==> config.mk <==
export PLATFORM = sky130hd
export DESIGN_NAME = gf_digit_serial_mult
export DESIGN_NICKNAME = d
export VERILOG_FILES = /design/src/rtl/gf_mult_pkg.sv /design/src/rtl/gf_digit_step.sv /design/src/rtl/gf_digit_serial_mult.sv
export SDC_FILE = /design/constraint.sdc
export NUM_CORES = 1
export LEC_CHECK = 0
export ABC_CLOCK_PERIOD_IN_PS = 9000
export CAP_MARGIN = 20
export CORE_ASPECT_RATIO = 1.75
export CORE_MARGIN = 2
export CORE_UTILIZATION = 34
export DETAILED_ROUTE_END_ITERATION = 7
export PLACE_DENSITY = 0.61
export SKIP_CTS_REPAIR_TIMING = 1
export SKIP_LAST_GASP = 1
export SYNTH_ARGS = -nofsm -noshare
export SYNTH_HDL_FRONTEND = slang
export SYNTH_HIERARCHICAL = 1
export SYNTH_SLANG_ARGS = --single-unit
==> constraint.sdc <==
create_clock -name clk -period 9 [get_ports clk]
set_input_delay 1.8 -clock clk [delete_from_list [all_inputs] [get_ports clk]]
set_output_delay 1.8 -clock clk [all_outputs]
set_load 0.05 [all_outputs]
==> src/rtl/gf_mult_pkg.sv <==
// Shared types and helpers for the digit-serial GF(2) multiplier.
// Holds the FSM state encoding, digit-count sizing and a carry-less multiply primitive.
package gf_mult_pkg;

   localparam int unsigned CLMUL_MAX_W = 64;

   typedef enum logic [1:0] {
      IDLE = 2'd0,
      BUSY = 2'd1,
      DONE = 2'd2
   } state_e;

   function automatic int unsigned num_digits(input int unsigned w, input int unsigned d);
      return (d == 0) ? 32'd1 : w / d;
   endfunction

   function automatic int unsigned cnt_width(input int unsigned n);
      return (n <= 1) ? 32'd1 : 32'($clog2(n));
   endfunction

   // Carry-less product of a by the low d bits of digit.
   function automatic logic [2*CLMUL_MAX_W-1:0] clmul(input logic [CLMUL_MAX_W-1:0] a,
                                                      input logic [CLMUL_MAX_W-1:0] digit,
                                                      input int unsigned d);
      logic [2*CLMUL_MAX_W-1:0] p;
      p = '0;
      for (int unsigned i = 0; i < CLMUL_MAX_W; i++) begin
         if (i < d && digit[i]) p = p ^ ((2*CLMUL_MAX_W)'(a) << i);
      end
      return p;
   endfunction

endpackage

==> src/rtl/gf_digit_step.sv <==
// One Horner step: shift the accumulator by a digit and add a*digit,
// optionally folding the overflow back below x^W with the field polynomial.
module gf_digit_step
   import gf_mult_pkg::*;
#(
   parameter int unsigned W = 32,
   parameter int unsigned D = 4
) (
   input  logic [2*W-1:0] acc,
   input  logic [W-1:0]   a,
   input  logic [D-1:0]   digit,
   input  logic [W-1:0]   poly,
   input  logic           reduce,
   output logic [2*W-1:0] next_acc
);

   localparam int unsigned TW = W + D;

   logic [TW-1:0] prod;
   logic [TW-1:0] fpoly;
   logic [TW-1:0] t;

   always_comb begin
      prod  = TW'(clmul(CLMUL_MAX_W'(a), CLMUL_MAX_W'(digit), D));
      fpoly = TW'({1'b1, poly});
      t     = {acc[W-1:0], {D{1'b0}}} ^ prod;
      // Clear the D overflow bits from the top down; each fold may set lower ones.
      for (int k = int'(TW) - 1; k >= int'(W); k--) begin
         if (t[k]) t = t ^ (fpoly << (k - int'(W)));
      end
      if (reduce) next_acc = (2*W)'(t[W-1:0]);
      else        next_acc = (acc << D) ^ (2*W)'(prod);
   end

endmodule

==> src/rtl/gf_digit_serial_mult.sv <==
// Digit-serial carry-less multiplier, MSB digit first, with optional reduction
// modulo x^W + poly. One operation in flight; valid/ready on both sides.
module gf_digit_serial_mult
   import gf_mult_pkg::*;
#(
   parameter int unsigned DATA_WIDTH  = 32,
   parameter int unsigned DIGIT_WIDTH = 4
) (
   input  logic                    clk,
   input  logic                    rst,
   input  logic                    in_valid,
   output logic                    in_ready,
   input  logic [DATA_WIDTH-1:0]   in_mult_a,
   input  logic [DATA_WIDTH-1:0]   in_mult_b,
   input  logic [DATA_WIDTH-1:0]   in_poly,
   input  logic                    in_reduce,
   output logic                    out_valid,
   input  logic                    out_ready,
   output logic [2*DATA_WIDTH-1:0] out_mult_result
);

   localparam int unsigned W  = DATA_WIDTH;
   localparam int unsigned D  = DIGIT_WIDTH;
   localparam int unsigned N  = num_digits(W, D);
   localparam int unsigned CW = cnt_width(N);

   if (D < 1 || D > W || (W % D) != 0 || W > CLMUL_MAX_W) begin : g_bad_params
      $error("gf_digit_serial_mult: DIGIT_WIDTH must divide DATA_WIDTH (1..DATA_WIDTH, width <= 64)");
   end

   state_e          state_q;
   state_e          state_d;
   logic            accept_c;
   logic            last_c;

   logic [W-1:0]    a_q;
   logic [W-1:0]    b_q;
   logic [W-1:0]    poly_q;
   logic            reduce_q;
   logic [2*W-1:0]  acc_q;
   logic [CW-1:0]   cnt_q;
   logic [D-1:0]    digit_c;
   logic [2*W-1:0]  acc_next_c;

   always_ff @(posedge clk) begin
      if (rst) state_q <= IDLE;
      else     state_q <= state_d;
   end

   always_comb begin
      state_d  = state_q;
      accept_c = 1'b0;
      last_c   = 1'b0;
      case (state_q)
         IDLE: begin
            if (in_valid && in_ready) begin
               accept_c = 1'b1;
               state_d  = BUSY;
            end
         end
         BUSY: begin
            if (cnt_q == '0) begin
               last_c  = 1'b1;
               state_d = DONE;
            end
         end
         DONE: begin
            if (out_ready) state_d = IDLE;
         end
         default: state_d = IDLE;
      endcase
   end

   assign digit_c = D'(b_q >> (32'(cnt_q) * D));

   gf_digit_step #(
      .W (W),
      .D (D)
   ) u_step (
      .acc      (acc_q),
      .a        (a_q),
      .digit    (digit_c),
      .poly     (poly_q),
      .reduce   (reduce_q),
      .next_acc (acc_next_c)
   );

   // Operand capture, Horner accumulation and registered handshake outputs.
   always_ff @(posedge clk) begin
      if (rst) begin
         in_ready        <= 1'b0;
         out_valid       <= 1'b0;
         out_mult_result <= '0;
         a_q             <= '0;
         b_q             <= '0;
         poly_q          <= '0;
         reduce_q        <= 1'b0;
         acc_q           <= '0;
         cnt_q           <= '0;
      end else begin
         in_ready  <= (state_d == IDLE);
         out_valid <= (state_d == DONE);
         if (accept_c) begin
            a_q      <= in_mult_a;
            b_q      <= in_mult_b;
            poly_q   <= in_poly;
            reduce_q <= in_reduce;
            acc_q    <= '0;
            cnt_q    <= CW'(N - 1);
         end else if (state_q == BUSY) begin
            acc_q <= acc_next_c;
            if (last_c) out_mult_result <= acc_next_c;
            else        cnt_q           <= cnt_q - CW'(1);
         end
      end
   end

endmodule

**Yosys cells after proc, flatten, opt, wreduce, memory -nomap -nowiden**

Index checks and enable logic that the tools add are counted.

- Add/subtract/negate cells: 1
- $mul: 0
- Div/mod/pow operators: 0
- Order comparisons: 0
- Equality and inequality tests: 4
- Shift operators: 1
- Multiplexer cells: 20
- Bitwise operators: 10
- Reductions and logical operators: 8

Operator list:

| kind | count |
|---|---|
| 36-bit two-way mux | 3 |
| 32-bit two-way mux | 2 |
| 64-bit two-way mux | 1 |
| 64-bit by 36-bit bitwise XOR with 64-bit output | 1 |
| 36-bit by 34-bit bitwise XOR with 36-bit output | 1 |
| 36-bit by 35-bit bitwise XOR with 36-bit output | 1 |
| 36-bit bitwise XOR | 1 |
| 35-bit two-way mux | 1 |
| 35-bit bitwise XOR | 1 |
| 34-bit two-way mux | 1 |
| 34-bit bitwise XOR | 1 |
| 33-bit two-way mux | 1 |
| 32-bit by 33-bit bitwise XOR with 33-bit output | 1 |
| 33-bit bitwise XOR | 1 |
| 32-bit by 5-bit >> shifter with 4-bit output | 1 |
| 32-bit bitwise XOR | 1 |
| 3-bit two-way mux | 3 |
| 2-bit two-way mux | 3 |
| 2-bit case mux with 3 select lines | 1 |
| 2-bit equality test, second input constant | 2 |
| 2-bit logical NOT | 2 |
| 1-bit two-way mux | 4 |
| 3-bit logical NOT | 1 |
| 3-bit AND reduction | 1 |
| 8 further kinds | 8 |

- Register bits after elaboration: 228
- Bits in latches: 0
- Bits in writable memories: 0
- ROM bits: 0
- Input port bits: 101
- Output and inout port bits: 66
- Word-level logic and storage cells: 54
- Memories kept: 0

**Depth between registers and ports, before layout**

- Depth after elaboration: 18
- Mapped depth: 17
- Mapped depth without buffers: 12

**By module**

The synthesis kept the hierarchy.

By module, submodules not included:

| module | times used | cells an instance | area each (um^2) | sequential area each (um^2) |
|---|---|---|---|---|
| gf_digit_serial_mult | 1 | 1028 | 8280.4 | 4644.5 |
| gf_digit_step | 1 | 790 | 4919.7 | 0.0 |

**Worst setup path before layout**

Ideal clock, no wire load.

- Path type: register to register
- From: register cnt_q[0]
- To: register out_mult_result[31]
- Setup time: 132 ps
- Arrival: 3721 ps
- Required time: 8868 ps
- Setup slack: 5146 ps
- Stages on the path, launching flop included: 16
- Path buffers: 3
- Period minus slack after synthesis: 3854 ps
- Path through: dfxtp_1 -> buf_2 -> mux4_2 -> mux2_2 -> and3b_1 -> clkbuf_2 -> or2_1 -> buf_6 -> xnor3_2 -> a2111oi_1 -> a221o_1 -> nor4_1 -> a2111oi_0 -> nand4_1 -> nand2_1 -> a21oi_1

- Elaborated cells on any way between the ends: 23
- Classes of those cells: shift: 1; mux: 11; bitwise: 9; reduce/logical: 2

RTL lines:

| item | RTL line | source |
|---|---|---|
| start, declared | gf_digit_serial_mult.sv:41 | `logic [CW-1:0] cnt_q;` |
| start signal, assigned | gf_digit_serial_mult.sv:109 | `cnt_q <= CW'(N - 1);` |
| start signal, assigned | gf_digit_serial_mult.sv:113 | `else cnt_q <= cnt_q - CW'(1);` |
| 32-bit by 5-bit >> shifter with 4-bit output (*) | gf_digit_serial_mult.sv:74 | `assign digit_c = D'(b_q >> (32'(cnt_q) * D));` |
| via digit_c[3] | gf_digit_serial_mult.sv:42 | `logic [D-1:0] digit_c;` |
| 36-bit two-way mux (*) | gf_mult_pkg.sv:28 | `if (i < d && digit[i]) p = p ^ ((2*CLMUL_MAX_W)'(a) << i);` |
| 36-bit bitwise XOR | gf_digit_step.sv:26 | `t = {acc[W-1:0], {D{1'b0}}} ^ prod;` |
| 35-bit bitwise XOR | gf_digit_step.sv:29 | `if (t[k]) t = t ^ (fpoly << (k - int'(W)));` |
| 35-bit two-way mux | gf_digit_step.sv:29 |  |
| 34-bit bitwise XOR | gf_digit_step.sv:29 |  |
| 34-bit two-way mux | gf_digit_step.sv:29 |  |
| 33-bit bitwise XOR | gf_digit_step.sv:29 |  |
| 33-bit two-way mux | gf_digit_step.sv:29 |  |
| 32-bit bitwise XOR | gf_digit_step.sv:29 |  |
| 32-bit two-way mux | gf_digit_step.sv:29 |  |
| 64-bit two-way mux (*) | gf_digit_step.sv:31 | `if (reduce) next_acc = (2*W)'(t[W-1:0]);` |
| via acc_next_c[31] | gf_digit_serial_mult.sv:43 | `logic [2*W-1:0] acc_next_c;` |
| end signal, assigned | gf_digit_serial_mult.sv:112 | `if (last_c) out_mult_result <= acc_next_c;` |
| end, declared | gf_digit_serial_mult.sv:19 | `output logic [2*DATA_WIDTH-1:0] out_mult_result` |

Mark *: on every way through the listed nets, which the timed path passes. The rest lies on a longest branch.
A chain may end at the register's enable or synchronous reset.

**Final worst setup path**

Same ends and word-level chain as after synthesis.

==> PnR_summary.wiki <==
{| class="wikitable"
! Metric !! Value
|-
| Kind of end point of the critical path || flop
|-
| Required arrival time at the worst endpoint || 9390 ps
|-
| Actual slew at the worst max-slew pin || 1120 ps
|-
| Worst slew margin relative to its limit || 0.257
|-
| Via count of the first global-routing pass || 12206
|-
| Number of max-cap violations || 0
|-
| Clock sinks || 228
|-
| Worst supply voltage drop on vdd || 0.124 mV
|-
| Worst path setup slack after routing || 3820 ps
|-
| Fillers || 3930
|-
| Final std cell area, no fill || 15900 µm²
|-
| Core region area || 38200 µm²
|-
| HPWL after detailed placement || 26800 µm
|-
| Setup repair after global routing missed its margin || no
|-
| H-tree Lvls || 1
|-
| Final Non-Filler Cells || between 2000 and 2500
|-
| Wire length of the first global-routing pass || between 60000 and 70000 µm
|-
| Period minus WS final || 5180 ps
|-
| Class of the worst hold path || reg -> reg
|-
| CTS tree || built
|-
| GRT Total Usage || 0.193
|-
| Placed Instances || approximately 2300
|-
| Post-detailed-route DRC marker count || 0
|-
| Number of endpoints with negative hold slack in the final report || 0
|-
| Final number of max-transition violations || 0
|-
| Critical Path AT || 5570 ps
|-
| Accumulated negative setup slack || 0 ps
|-
| Worst hold slack || 448 ps
|-
| Total of warnings raised by yosys || 6
|-
| Overall routed net length || 39800 µm
|-
| Number of design-rule violations left by the first detailed-router iteration || 719
|-
| Maximum frequency from static timing analysis || 0.193 GHz
|-
| FF+latch area || 4570 µm²
|-
| Final Wtd Congestion || 0.842
|-
| Number of vias in the routed layout || 12165
|-
| TritonCTS buffer count || 24
|-
| X dimension of the die || 152 µm
|-
| Initial antenna violation count || 1
|-
| Critical Path Fanout Max || 33
|-
| Type of the worst setup path || reg -> reg
|-
| Area delta synth->final || 21.6%
|-
| Number of I/O port buffers || 166
|-
| Total area of multi-input combinational cells || 7840 µm²
|-
| Starting utilization of the core area || 0.343
|-
| Wire length per cell after detailed routing || 16.7 µm
|-
| Leftover overflow at the end of global routing || 0
|-
| Largest stage delay on the critical path || 710 ps
|-
| Area of the mapped netlist || 13100 µm²
|-
| Power per Cell Area || ~160 nW/µm²
|-
| Remaining antenna violation count after routing || 0
|-
| Fin crit share || 0.576
|-
| Critical path cell sequence || mux4_2 > mux2_2 > a21boi_1 > or2_1 > xnor3_2 > mux2i_1 > a2111oi_4 > nor4_1 > a2111oi_0 > nand4_1 > nand2_1 > a21oi_1
|-
| Clock Pin Slew Worst Setup and Hold Paths || 70 ps
|-
| Critical-path cell with the highest stage delay || sky130_fd_sc_hd__dfxtp_1
|-
| Pin count of the biggest net entering global routing || 103
|-
| Leakage power || 5.31 nW
|-
| Root cell of the clock tree || sky130_fd_sc_hd__clkbuf_16
|-
| Skew-Pair Late Insertion Delay || between 500 and 600 ps
|-
| DRT Pass-1 Iters || 6
|-
| Core Rows || 95
|-
| Boundary Pins || 167
|-
| Worst Setup Start Kind || flop
|-
| Syn Nets || 1905
|-
| Worst slack, placed || 3860 ps
|-
| Cell Area, Placed || 14900 µm²
|-
| Gate count after technology mapping || 1802
|-
| Share of layout cells above drive strength 1 || 0.0459
|-
| Die area || ~40000 µm²
|-
| Average footprint of a synthesized cell || 7.25 µm²
|-
| Total of endpoints with negative setup slack in the final report || 0
|-
| Result of the run || complete, no violations
|-
| Worst Clk Skew || approximately 30 ps
|-
| Via/cell ratio || between 5 and 6
|-
| Vertical die dimension || between 200 and 300 µm
|-
| Number of buffers between clock root and the deepest sink || 3
|-
| Post-layout net count || 1981
|}
[state kept, by name (all words and copies together), names as in the netlist]
register and cells:
state_q 2, out_valid 1, out_mult_result 64, b_q 32
acc_q 60, cnt_q 3, a_q 32, poly_q 32
reduce_q 1, in_ready 1
[metal layers]
layer  wire [µm]  share of wire  track usage
met5           0              0            0
met4        1170          0.029       0.0770
met3        1960          0.049       0.0268
met2       20600           0.52        0.358
met1       16100           0.40        0.220
[layout by cell type, fill, tap and decap left out, drive strengths merged, types with 3 or more instances in the layout]
cell type / n
clkbuf: 29
bufinv: 6
or3: 3
nor2: 74
nand3: 7
a21oi: 255
a31oi: 3
xnor3: 31
dfxtp: 228
mux4: 8
o21ai: 68
o221ai: 27
or4: 3
nor3: 32
clkdlybuf4s50: 165
nand2: 658
nor2b: 32
nor3b: 3
buf: 21
and2: 3
mux2: 4
clkinvlp: 3
clkinv: 4
nor4: 3
inv: 35
a2111oi: 3
xor2: 60
xnor2: 94
[metrics by stage]
step / util / power (W)
2_1_floorplan: - / 0.00129
3_3_place_gp: 0.391 / 0.00140
3_5_place_dp: 0.391 / 0.00140
4_1_cts: 0.415 / 0.00254
5_1_grt: 0.416 / 0.00261
6_report: 0.416 / 0.00251
[where the power goes]
group / internal (W) / leakage, nW / switching [W] / total (W)
registers: 0.00104 / 1.85 / 0.0000446 / 0.00108
logic: 0.000115 / 3.04 / 0.000187 / 0.000302
clock network: 0.000682 / 0.422 / 0.000442 / 0.00112
total: 0.00184 / 5.31 / 0.000673 / 0.00251
[critical path, delay by kind of cell (launching register included)]
kind | cells | cell delay [ps]
XOR/XNOR | 1 | 590
multiplexers | 3 | 1280
flip-flops | 1 | 710
AND/OR/NAND/NOR | 4 | 860
AO/OA/AOI/OAI | 4 | 1550
[final timing paths]
| check | from | endpoint | slack, ps | cells after the start |
|---|---|---|---|---|
| worst max-delay path | cnt_q[0]$_SDFFE_PP0P_ | out_mult_result[31]$_SDFFE_PP0P_ | 3820 | 12 |
| worst min-delay path | acc_q[52]$_SDFFE_PP0P_ | acc_q[52]$_SDFFE_PP0P_ | 450 | 2 |
| worst min register to register | acc_q[52]$_SDFFE_PP0P_ | acc_q[52]$_SDFFE_PP0P_ | 450 | 2 |
| worst max register to register | cnt_q[0]$_SDFFE_PP0P_ | out_mult_result[31]$_SDFFE_PP0P_ | 3820 | 12 |
[area by class of cell]
| cell class | count | share of cell area |
|---|---|---|
| Antenna cell | 1 | 0.000157 |
| Clock buffer | 29 | 0.0402 |
| Clock inverter | 14 | 0.0155 |
| Inverter | 34 | 0.00803 |
| Multi-Input combinational cell | 1404 | 0.494 |
| Sequential cell | 228 | 0.287 |
| Tap cell | 485 | 0.0382 |
| Timing Repair Buffer | 186 | 0.117 |
Note: power is estimated with default switching activity, not from simulation.
